## src/rtl/tx_datapath_ctrl.sv

```systemverilog
// tx_datapath_ctrl
// Control and output stage of the N-channel transmit pulse-shaping path. It
// sits between the per-channel fir_filter instances and the DAC pins.
//
// Functions:
//   * Decodes the SPI coefficient bus into per-channel write/read strobes and
//     a channel-local address. Read-back data is registered, 1 cycle latency.
//   * Tracks filter fill/drain latency. The result is a data-valid window
//     (FSM IDLE -> FILL -> RUN).
//   * Reduces the wide FIR outputs to DAC width with selectable rounding and
//     saturation. Samples are forced to zero outside the valid window.
//
// Ports:
//   clk, rst_n_sync_wire      clock, asynchronous active-low reset
//   new_symbol                symbol strobe from the upsampler source
//   flush                     synchronous abort to IDLE, clears sat_flag
//   msg_in, coeff_rw          SPI message active, 1=write / 0=read
//   coeff_addr                global coefficient address
//   coeff_write_ch/read_ch    per-channel coefficient strobes
//   coeff_local_addr          address inside the hit channel window, else 0
//   coeff_rdata_ch            per-channel read data, channel k at [k*COEFF_W +: COEFF_W]
//   coeff_read_out            registered read-back data
//   round_mode                0/3 truncate, 1 round toward zero, 2 round half up
//   filter_in                 signed FIR outputs, flattened like coeff_rdata_ch
//   data_out                  signed DAC samples, flattened
//   data_valid                valid window (state == RUN)
//   data_out_valid            data_valid delayed one cycle, aligned with data_out
//   sat_flag                  sticky per-channel saturation flags
//
// Handshake: there is no back-pressure. new_symbol is a single-cycle strobe.
// data_out_valid qualifies data_out in the same cycle.
module tx_datapath_ctrl #(
    parameter int NUM_CH  = 2,
    parameter int IN_W    = 12,
    parameter int OUT_W   = 10,
    parameter int COEFF_W = 8,
    parameter int ADDR_W  = 10,
    parameter int TAPS    = 71,
    parameter int BASE0   = 128,
    parameter int STRIDE  = 128,
    parameter int LATENCY = 144,
    parameter int CNT_W   = 8
) (
    input  logic                      clk,
    input  logic                      rst_n_sync_wire,
    input  logic                      new_symbol,
    input  logic                      flush,
    input  logic                      msg_in,
    input  logic                      coeff_rw,
    input  logic [ADDR_W-1:0]         coeff_addr,
    output logic [NUM_CH-1:0]         coeff_write_ch,
    output logic [NUM_CH-1:0]         coeff_read_ch,
    output logic [ADDR_W-1:0]         coeff_local_addr,
    input  logic [NUM_CH*COEFF_W-1:0] coeff_rdata_ch,
    output logic [COEFF_W-1:0]        coeff_read_out,
    input  logic [1:0]                round_mode,
    input  logic [NUM_CH*IN_W-1:0]    filter_in,
    output logic [NUM_CH*OUT_W-1:0]   data_out,
    output logic                      data_valid,
    output logic                      data_out_valid,
    output logic [NUM_CH-1:0]         sat_flag
);

    localparam int SHIFT = IN_W - OUT_W;
    localparam int HALF  = 2 ** (SHIFT - 1);
    localparam logic signed [IN_W:0] MAXV = (IN_W+1)'(2 ** (OUT_W - 1) - 1);
    localparam logic signed [IN_W:0] MINV = (IN_W+1)'(-(2 ** (OUT_W - 1)));

    typedef enum logic [1:0] {IDLE, FILL, RUN} state_t;

    state_t             state_q, state_d;
    logic [CNT_W-1:0]   fill_q, fill_d;
    logic [CNT_W-1:0]   age_q, age_d, age_inc;
    logic [COEFF_W-1:0] rd_sel;
    logic [NUM_CH*OUT_W-1:0] res_all;
    logic [NUM_CH-1:0]       clip_all;

    // Coefficient address decode. The channel windows never overlap, so at
    // most one channel drives the local address.
    always_comb begin
        coeff_write_ch   = '0;
        coeff_read_ch    = '0;
        coeff_local_addr = '0;
        for (int k = 0; k < NUM_CH; k++) begin
            if (int'(coeff_addr) >= BASE0 + k * STRIDE &&
                int'(coeff_addr) <  BASE0 + k * STRIDE + TAPS) begin
                coeff_write_ch[k] = msg_in & coeff_rw;
                coeff_read_ch[k]  = msg_in & ~coeff_rw;
                coeff_local_addr  = ADDR_W'(int'(coeff_addr) - (BASE0 + k * STRIDE));
            end
        end
    end

    always_comb begin
        rd_sel = '0;
        for (int k = 0; k < NUM_CH; k++) begin
            if (coeff_read_ch[k]) rd_sel = coeff_rdata_ch[k*COEFF_W +: COEFF_W];
        end
    end

    // Age counter: the number of cycles since the last new_symbol.
    // age_inc is the age value in the current cycle. The RUN exit test uses
    // it so that the window closes exactly LATENCY cycles after the last
    // symbol. It also uses >= so that a window shorter than the fill time
    // still closes after one valid cycle.
    assign age_inc = (age_q == CNT_W'(LATENCY)) ? age_q : age_q + CNT_W'(1);

    always_comb begin
        state_d = state_q;
        fill_d  = fill_q;
        age_d   = new_symbol ? '0 : age_inc;
        if (flush) begin
            state_d = IDLE;
            fill_d  = '0;
            age_d   = '0;
        end else begin
            case (state_q)
                IDLE: begin
                    if (new_symbol) begin
                        state_d = FILL;
                        fill_d  = CNT_W'(1);
                    end
                end
                FILL: begin
                    fill_d = fill_q + CNT_W'(1);
                    if (fill_q == CNT_W'(LATENCY - 1)) begin
                        state_d = RUN;
                        fill_d  = '0;
                    end
                end
                RUN: begin
                    if (!new_symbol && age_inc >= CNT_W'(LATENCY - 1)) state_d = IDLE;
                end
                default: state_d = IDLE;
            endcase
        end
    end

    always_ff @(posedge clk or negedge rst_n_sync_wire) begin
        if (!rst_n_sync_wire) begin
            state_q <= IDLE;
            fill_q  <= '0;
            age_q   <= '0;
        end else begin
            state_q <= state_d;
            fill_q  <= fill_d;
            age_q   <= age_d;
        end
    end

    assign data_valid = (state_q == RUN);

    // Per-channel rounding and clamp. The sum is formed in IN_W+1 bits, so
    // rounding the most positive input up cannot wrap before the clamp.
    for (genvar k = 0; k < NUM_CH; k++) begin : g_ch
        logic signed [IN_W-1:0] x;
        logic signed [IN_W:0]   xe;
        logic signed [IN_W:0]   sh;
        logic [OUT_W-1:0]       q;
        logic                   clip;

        assign x  = filter_in[k*IN_W +: IN_W];
        assign xe = {x[IN_W-1], x};

        always_comb begin
            sh = xe >>> SHIFT;
            case (round_mode)
                2'd1: begin
                    // floor plus one for negative values with dropped bits == toward zero
                    if (x[IN_W-1] && (x[SHIFT-1:0] != '0)) sh = (xe >>> SHIFT) + (IN_W+1)'(1);
                end
                2'd2:    sh = (xe + (IN_W+1)'(HALF)) >>> SHIFT;
                default: sh = xe >>> SHIFT;
            endcase
            clip = 1'b0;
            q    = sh[OUT_W-1:0];
            if (sh > MAXV) begin
                q    = MAXV[OUT_W-1:0];
                clip = 1'b1;
            end else if (sh < MINV) begin
                q    = MINV[OUT_W-1:0];
                clip = 1'b1;
            end
        end

        assign res_all[k*OUT_W +: OUT_W] = q;
        assign clip_all[k]               = clip;
    end

    always_ff @(posedge clk or negedge rst_n_sync_wire) begin
        if (!rst_n_sync_wire) begin
            data_out       <= '0;
            data_out_valid <= 1'b0;
            sat_flag       <= '0;
            coeff_read_out <= '0;
        end else begin
            data_out       <= data_valid ? res_all : '0;
            data_out_valid <= data_valid;
            coeff_read_out <= rd_sel;
            if (flush) sat_flag <= '0;
            else if (data_valid) sat_flag <= sat_flag | clip_all;
        end
    end

endmodule

```

## config.mk

```make
export PLATFORM = sky130hd
export DESIGN_NAME = tx_datapath_ctrl
export DESIGN_NICKNAME = d
export VERILOG_FILES = /design/src/rtl/tx_datapath_ctrl.sv
export SDC_FILE = /design/constraint.sdc
export NUM_CORES = 1
export LEC_CHECK = 0
export CELL_PAD_IN_SITES_DETAIL_PLACEMENT = 1
export CELL_PAD_IN_SITES_GLOBAL_PLACEMENT = 2
export CORE_ASPECT_RATIO = 1.25
export CORE_MARGIN = 5
export CORE_UTILIZATION = 28
export DETAILED_ROUTE_END_ITERATION = 8
export PLACE_DENSITY_LB_ADDON = 0.15
export REMOVE_ABC_BUFFERS = 1
export SETUP_SLACK_MARGIN = 0.3
export SYNTH_ARGS = -nofsm -noshare
export SYNTH_HDL_FRONTEND = slang
export SYNTH_SLANG_ARGS = --single-unit
```

## constraint.sdc

```tcl
create_clock -name clk -period 1.9 [get_ports clk]
set_input_delay 0.38 -clock clk [delete_from_list [all_inputs] [get_ports clk]]
set_output_delay 0.38 -clock clk [all_outputs]
set_load 0.01 [all_outputs]
```

==> results of run 1 <==
## worst max-delay path, cell delays in order
cell,delay (ps)
buf_8,100
nor4_4,240
and4_1,250
o21ai_2,80
and2_4,160
nor2b_1,130
buf_2,150
## cell usage after synthesis, types with 2 or more instances
cell type,n
xor2_1,9
a21oi_1,21
nand2_1,34
mux2i_1,7
buf_2,7
and4_1,3
o221ai_1,2
a221o_1,3
nor4_1,2
inv_1,18
o21a_1,4
a221oi_1,3
o22ai_1,4
a21boi_0,4
clkbuf_1,13
dfrtp_1,49
o21ai_0,32
or2_1,2
nor4b_1,2
nand2b_1,5
nand4_1,11
a32oi_1,3
nor3_1,11
mux2_2,6
xnor2_1,10
a211oi_1,3
nand3_1,14
ha_1,16
and2_1,3
a22oi_1,3
a211o_1,2
o211a_1,2
and3_1,6
buf_6,2
nor2b_1,9
nor3b_1,2
a31oi_1,7
a22o_1,9
a222oi_1,2
or2_2,3
nand4b_1,2
nor2_1,51
## final cells by class
cell class | instances | area, sq um | share of cell area [%]
multi-input cells | 331 | 2912 | 43.27
repair buffers | 253 | 2166 | 32.19
flip-flops and latches | 49 | 1227 | 18.24
well taps | 168 | 210.2 | 3.124
clock buffers | 7 | 132.6 | 1.971
inverters | 19 | 73.82 | 1.097
clock inverters | 1 | 7.507 | 0.1116
## final timing paths
kind,slack (ps),to,start
max in group asynchronous,1150,state_q[0],rst_n_sync_wire
min in group clk,520,data_out[5],filter_in[7]
setup reg to reg,240,state_q[1],fill_q[1]
hold / removal,100,age_q[4],rst_n_sync_wire
hold reg to reg,550,sat_flag[0],sat_flag[0]
setup / recovery,20,coeff_local_addr[2],coeff_addr[1]
## per-stage QoR
stage | total power (W) | area [sq um] | worst slack, ps | setup TNS [ps] | hold WS [ps]
after floorplan | 0.001359 | 3437 | -296.5 | -2404 | 84.41
after global placement | 0.001842 | 5484 | -824.0 | -26100 | 427.4
after detailed placement | 0.001859 | 5484 | -928.0 | -28180 | 436.5
after CTS | 0.002862 | 6213 | 48.91 | 0 | 126.1
after global routing | 0.003118 | 6729 | -68.77 | -327.5 | 163.3
final | 0.002972 | 6729 | 23.52 | 0 | 101.1
## power groups by stage
stage	Clock, W	Sequential, W	Combinational (W)
floorplan	0	0.00108	0.000275
finish	0.000853	0.00106	0.00106
global placement	0	0.00108	0.000762
CTS	0.000885	0.00106	0.000917
detailed placement	0	0.00108	0.000779
global route	0.000922	0.00106	0.00114
## kinds of logic (layout without fill, tap and decap cells)
| group | Yosys count | after routing |
|---|---|---|
| simple gates | 164 | 164 |
| compound gates | 118 | 119 |
| flops | 49 | 49 |
| buf+inv | 42 | 280 |
| xor+xnor | 19 | 19 |
| fa+ha+maj | 16 | 16 |
| mux | 13 | 13 |
## per-layer routing
layer | GRT usage, % | vias up | part of all wire (%)
li1 | - | 2018 | -
met1 | 20.43 | 2044 | 39
met2 | 35.19 | 84 | 56
met3 | 2.137 | 27 | 2.2
met4 | 7.187 | 0 | 3.0
met5 | 0 | - | 0
## registers in the layout (all words and copies together) (netlist names)
signal          cells
data_out           20
age_q               8
coeff_read_out      8
fill_q              8
sat_flag            2
state_q             2
data_out_valid      1
## repair_timing
item | in CTS | in global routing
setup endpoints to repair | 53 | 48
gates cloned | 1 | 0
setup buffers | 29 | 13
resized for setup | 299 | 133
pin swaps | 58 | 63
hold endpoints to repair | 0 | 0
==> impl_results.md, run 1 <==
- Most frequent cells in the layout: 121 x buf_4, 48 x dfrtp_1, 46 x clkdlybuf4s50_1, 40 x buf_6, 34 x nor2_1
- Unrepaired setup endpoints after global routing: yes
- Drc violations: 0
- P_sw: a little under 0.0009 W
- HP Class: input port to asynchronous set/reset pin
- Worst IR Drop VDD: ~340 uV
- Max Fclk: roughly 0.53 GHz
- Compound-Gate Fraction of Synth Area: 23.28%
- DR iter-0 viols: 95
- IO buf count: approximately 100
- CTS sink cnt: 49
- Worst Skew: between 5 and 6 ps
- Vias in the first global route: approximately 4.5k
- CTS max path bufs: 2
- Initial antenna violation count: 0
- Min Tclk post-route: 1876 ps
- WP data required: ~1500 ps
- Commonest non-fill, non-tap cell in the layout: buf_4
- Final setup fails: 0
- Via count: 4,173
- Final Wtd Congestion: 0.8793
- Int Power: about 0.0021 W
- Hold buffers post-CTS: 0
- Layout cells sized above 1: 51.52%
- Area Growth Syn to Fin: 89.70%
- Die X-Extent: between 100 and 150 microns
- PwrDens: 441.6 mW/mm^2
- Core area: about 0.013 sq mm
- Number of diodes: 0
- Net Sw Frac: 29.74%
- Simple-Gate Fraction of Synth Area: around 23%
- Placed insts: slightly below 800
- Fraction of registers with async set/reset: between 90% and 100%
- Comb power frac: approximately 36%
- Post-Syn Area: approximately 0.0035 sq mm
- Post-route non-filler standard cell count: between 800 and 900
- Reg clk slew, reported paths: roughly 70 ps
- Seq pwr share: between 30% and 40%
- Post-route ant nets: 0
- Largest cells by area after synthesis: dfrtp_1 35%, ha_1 5.6%, nor2_1 5.4%
- Fill count: ~1.5k
- Final Hold Viols: 0
- Cell variety after synth: 62
- Tot GR Track Use: between 10% and 20%
- Via density per instance: a little over 5
- Measured slew at the worst slew-check pin: about 620 ps
- Initial core utilization: ~28%
- Die area: ~0.015 sq mm
- Final core utilization: 53.63%
- First-pass detailed-route iteration total: 4
- P_leak: 2.971 nW
- Rows: between 40 and 50
- Mux share of post-synthesis cell area: between 3 and 4%
- Period utilization: 98.76%
- Synth Area in Adders: under 10%
- Status: completed
- Max Cap Viol: 0
- CTS H-tree lvls: 2
- Yosys top cell area share: 34.57%
- Syn_area_per_cell: about 8.4 sq um
- Crit path kind: input port to output port
- Main synth FF type: dfrtp_1
- Clk pwr share: 28.7%
- Detail Placement HPWL: around 11,000 microns
- Register area share after synthesis: between 30% and 40%
- IO Count: between 100 and 150
- Slew HR: about three fifths
- Largest family of logic cells by synthesized area: compound AO/OA/AOI/OAI gates
- Global-route wire length before repair: about 23,000 microns
- Number of synthesized register bits: 49
- Top cell type by total area after synthesis: dfrtp_1
- Number of synthesized flops with an enable pin: 0
- Die H: 135.8 microns
- Max Transition Viols Final: 0
- CP Capture Type: output port
- Clk root buf: clkbuf_16
- XOR/XNOR share of the synthesized area: 4.691%
- Crit path launch type: input port
- CTS tree: done
- CP max FO: 7
- CTS buffer count: 5
- Mapped Cells: approximately 420
- Syn. warnings: 0
- Post-Route WL: 14,650 microns
- R2R cell count: 8
- Nets@finish: roughly 730
- Critical Path AT: about 1500 ps
- Total congestion overflow: 0
- DR WL/cell: 17.70 microns
- Clock latency on the worst-skew pair: 290 ps
- Largest net degree at the start of global routing: 28
Note: power is estimated with default switching activity, not from simulation.
==> inputs of run 2 (changes only) <==
--- a/config.mk
+++ b/config.mk
@@ -8,7 +8,6 @@
 export CELL_PAD_IN_SITES_DETAIL_PLACEMENT = 1
 export CELL_PAD_IN_SITES_GLOBAL_PLACEMENT = 2
 export CORE_ASPECT_RATIO = 1.25
-export CORE_MARGIN = 5
 export CORE_UTILIZATION = 28
 export DETAILED_ROUTE_END_ITERATION = 8
 export PLACE_DENSITY_LB_ADDON = 0.15
==> run 2 against run 1 <==
Sequential share of layout area hardly changed; critical endpoint is now coeff_local_addr[1]; global-route usage is 3.6 points higher; via count increased by 1.3%; utilization increased by 1.1 points; design area down 0.15%; cell count fell by 0.36%; routed wire length decreased by 0.87%; first-iteration DRC count up 5.3%; setup slack better by 18 ps.
==> impl_results.md, run 2 (synthesized netlist as in run 1, its figures left out) <==
- CTS H-tree lvls: 2 (unchanged)
- Commonest non-fill, non-tap cell in the layout: buf_4 (unchanged)
- CTS max path bufs: 2 (unchanged)
- Min Tclk post-route: 1858 ps (was 1876 ps)
- Clk root buf: clkbuf_16 (unchanged)
- Reg2Reg Launch Point: fill_q[1] (unchanged)
- Busiest layer in global routing: met2 (unchanged)
- Met2 Track Usage GR: 42.27% (was 35.19%)
- Period utilization: 97.79% (was 98.76%)
- WP data required: 1520 ps (about the same)
- Reg2Reg Setup Slack: 290 ps (was 240 ps)
- Max Transition Viols Final: 0 (unchanged)
- Met1 Track Usage GR: 23.03% (was 20.43%)
- Tot GR Track Use: 21.85% (was 18.28%)
- Global-route wire length before repair: 22,380 microns (was 22,600 microns)
- Via count: 4,228 (was 4,173)
- IO buf count: 103 (unchanged)
- HP Class: input port to asynchronous set/reset pin (unchanged)
- CTS tree: done (unchanged)
- Reg clk slew, reported paths: 70 ps (about the same)
- P_leak: 3.026 nW (was 2.971 nW)
- Nets@finish: 734 (was 733)
- Met3 GRT Util: 4.471% (was 2.137%)
- R2R cell count: 8 (unchanged)
- Rows: 45 (was 46)
- DR WL/cell: 17.61 microns (was 17.70 microns)
- Largest net degree at the start of global routing: 50 (was 28)
- DR iter-0 viols: 100 (was 95)
- Setup TNS: 0 ps (unchanged)
- Most frequent cells in the layout: 123 x buf_4, 48 x dfrtp_1, 42 x clkdlybuf4s50_1, 38 x buf_6, 36 x nor2_1 (was 121 x buf_4, 48 x dfrtp_1, 46 x clkdlybuf4s50_1, 40 x buf_6, 34 x nor2_1)
- Area Growth Syn to Fin: 89.42% (was 89.70%)
- Multi-input gate area: 0.002855 sq mm (was 0.002912 sq mm)
- Number of diodes: 0 (unchanged)
- Worst IR Drop VDD: 336.6 uV (was 340.0 uV)
- Layout cells sized above 1: 52.04% (was 51.52%)
- Measured slew at the worst slew-check pin: 472.9 ps (was 620.6 ps)
- Final Wtd Congestion: 0.8285 (was 0.8793)
- PwrDens: 457.2 mW/mm^2 (was 441.6 mW/mm^2)
- Die H: 127.8 microns (was 135.8 microns)
- IO Count: 104 (unchanged)
- Hold buffers post-CTS: 0 (unchanged)
- Max Fclk: 0.5382 GHz (was 0.5329 GHz)
- Final Hold Viols: 0 (unchanged)
- Core area: 0.01227 sq mm (was 0.01255 sq mm)
- Register area: 0.001227 sq mm (unchanged)
- Final setup fails: 0 (unchanged)
- Via density per instance: 5.125 (was 5.040)
- Unrepaired setup endpoints after global routing: yes (unchanged)
- Max reg flops: 20 (unchanged)
- Post-route ant nets: 0 (unchanged)
- Die area: 0.01313 sq mm (was 0.01503 sq mm)
- Fill count: 1,444 (was 1,486)
- WHS: 48.21 ps (was 101.1 ps)
- Initial antenna violation count: 0 (unchanged)
- Initial core utilization: 28.90% (was 28.27%)
- Max Cap Viol: 0 (unchanged)
- CP Capture Type: output port (unchanged)
- CP max FO: 7 (unchanged)
- Crit path kind: input port to output port (unchanged)
- Worst reg2reg path endpoint: fill_q[0] (was state_q[1])
- Top reg by flops: data_out (unchanged)
- CTS sink cnt: 49 (unchanged)
- Crit path launch type: input port (unchanged)
- Status: completed (unchanged)
- Die X-Extent: 102.7 microns (was 110.7 microns)
- Worst Skew: 3.945 ps (was 5.349 ps)
- Post-Route WL: 14,530 microns (was 14,650 microns)
- Detail Placement HPWL: 10,110 microns (was 10,570 microns)
- CTS buffer count: 5 (unchanged)
- Critical Path AT: 1480 ps (was 1500 ps)
- First-pass detailed-route iteration total: 4 (unchanged)
- Drc violations: 0 (unchanged)
- Total congestion overflow: 0 (unchanged)
- Slew HR: 68.47% (was 58.63%)
- Vias in the first global route: 4,626 (was 4,524)
- Clock latency on the worst-skew pair: 300 ps (was 290 ps)
==> run 2: changes by cell type in the layout (fill, tap and decap cells not counted), sizes merged <==
cell	change
inv	+2
clkdlybuf4s50	-4
clkinv	+1
dlygate4sd2	+2
clkdlybuf4s15	-1
clkbuf	-5
buf	+5
clkinvlp	-1
dlymetal6s2s	+2
==> run 2: critical path, stage by stage <==
cell and delay (ps):
buf_8 100, nor4_4 240, and4_1 260, o21ai_2 80
and2_4 170, nor2b_1 110, buf_2 140
==> run 2: worst max-delay path by stage <==
stage                              from                  end  slack [ps]  cells after the start
after floorplan           round_mode[0]          data_out[1]        -300                      8
after global placement    coeff_addr[5]  coeff_local_addr[6]        -820                      8
after detailed placement  coeff_addr[5]  coeff_local_addr[1]        -980                      8
after CTS                 coeff_addr[3]  coeff_local_addr[6]          20                      8
after global routing      coeff_addr[1]  coeff_local_addr[1]         -30                      7
final                     coeff_addr[1]  coeff_local_addr[1]          40                      7
==> run 2: per-layer routing <==
layer	share of wire, %	up-vias
met3	3.9	27
met4	2.7	0
met2	56	91
met5	0	-
met1	38	2100
li1	-	2010
==> run 2: layout make-up <==
class	instances	area share (%)
sequential	49	18.27
tap	164	3.054
clock buffer	5	1.862
multi-input combinational	331	42.50
timing repair buffer	254	32.72
inverter	19	1.173
clock inverter	3	0.4283
==> run 2: stage by stage <==
stage / util (%) / worst slack [ps] / area [sq um] / power, W / instances
after detailed placement: 45.03 / -982.3 / 5527 / 0.001890 / 776
after global placement: 45.03 / -822.3 / 5527 / 0.001869 / 776
final: 54.74 / 42.00 / 6719 / 0.003072 / 825
after global routing: 54.74 / -31.90 / 6719 / 0.003211 / 825
after floorplan: - / -296.5 / 3437 / 0.001359 / 398
after CTS: 51.01 / 16.61 / 6261 / 0.002979 / 810
==> run 2: power breakdown <==
part / internal, W / switching [W]
Clock: 0.000506 / 0.000450
Sequential: 0.00105 / 0.00000560
Combinational: 0.000554 / 0.000504
Total: 0.00211 / 0.000959
==> run 2: what timing repair did <==
item / in CTS / in global routing
gates cloned: 1 / 0
setup buffers: 25 / 15
endpoints found under the setup margin: 55 / 51
pin swaps: 54 / 55
resized for setup: 317 / 124
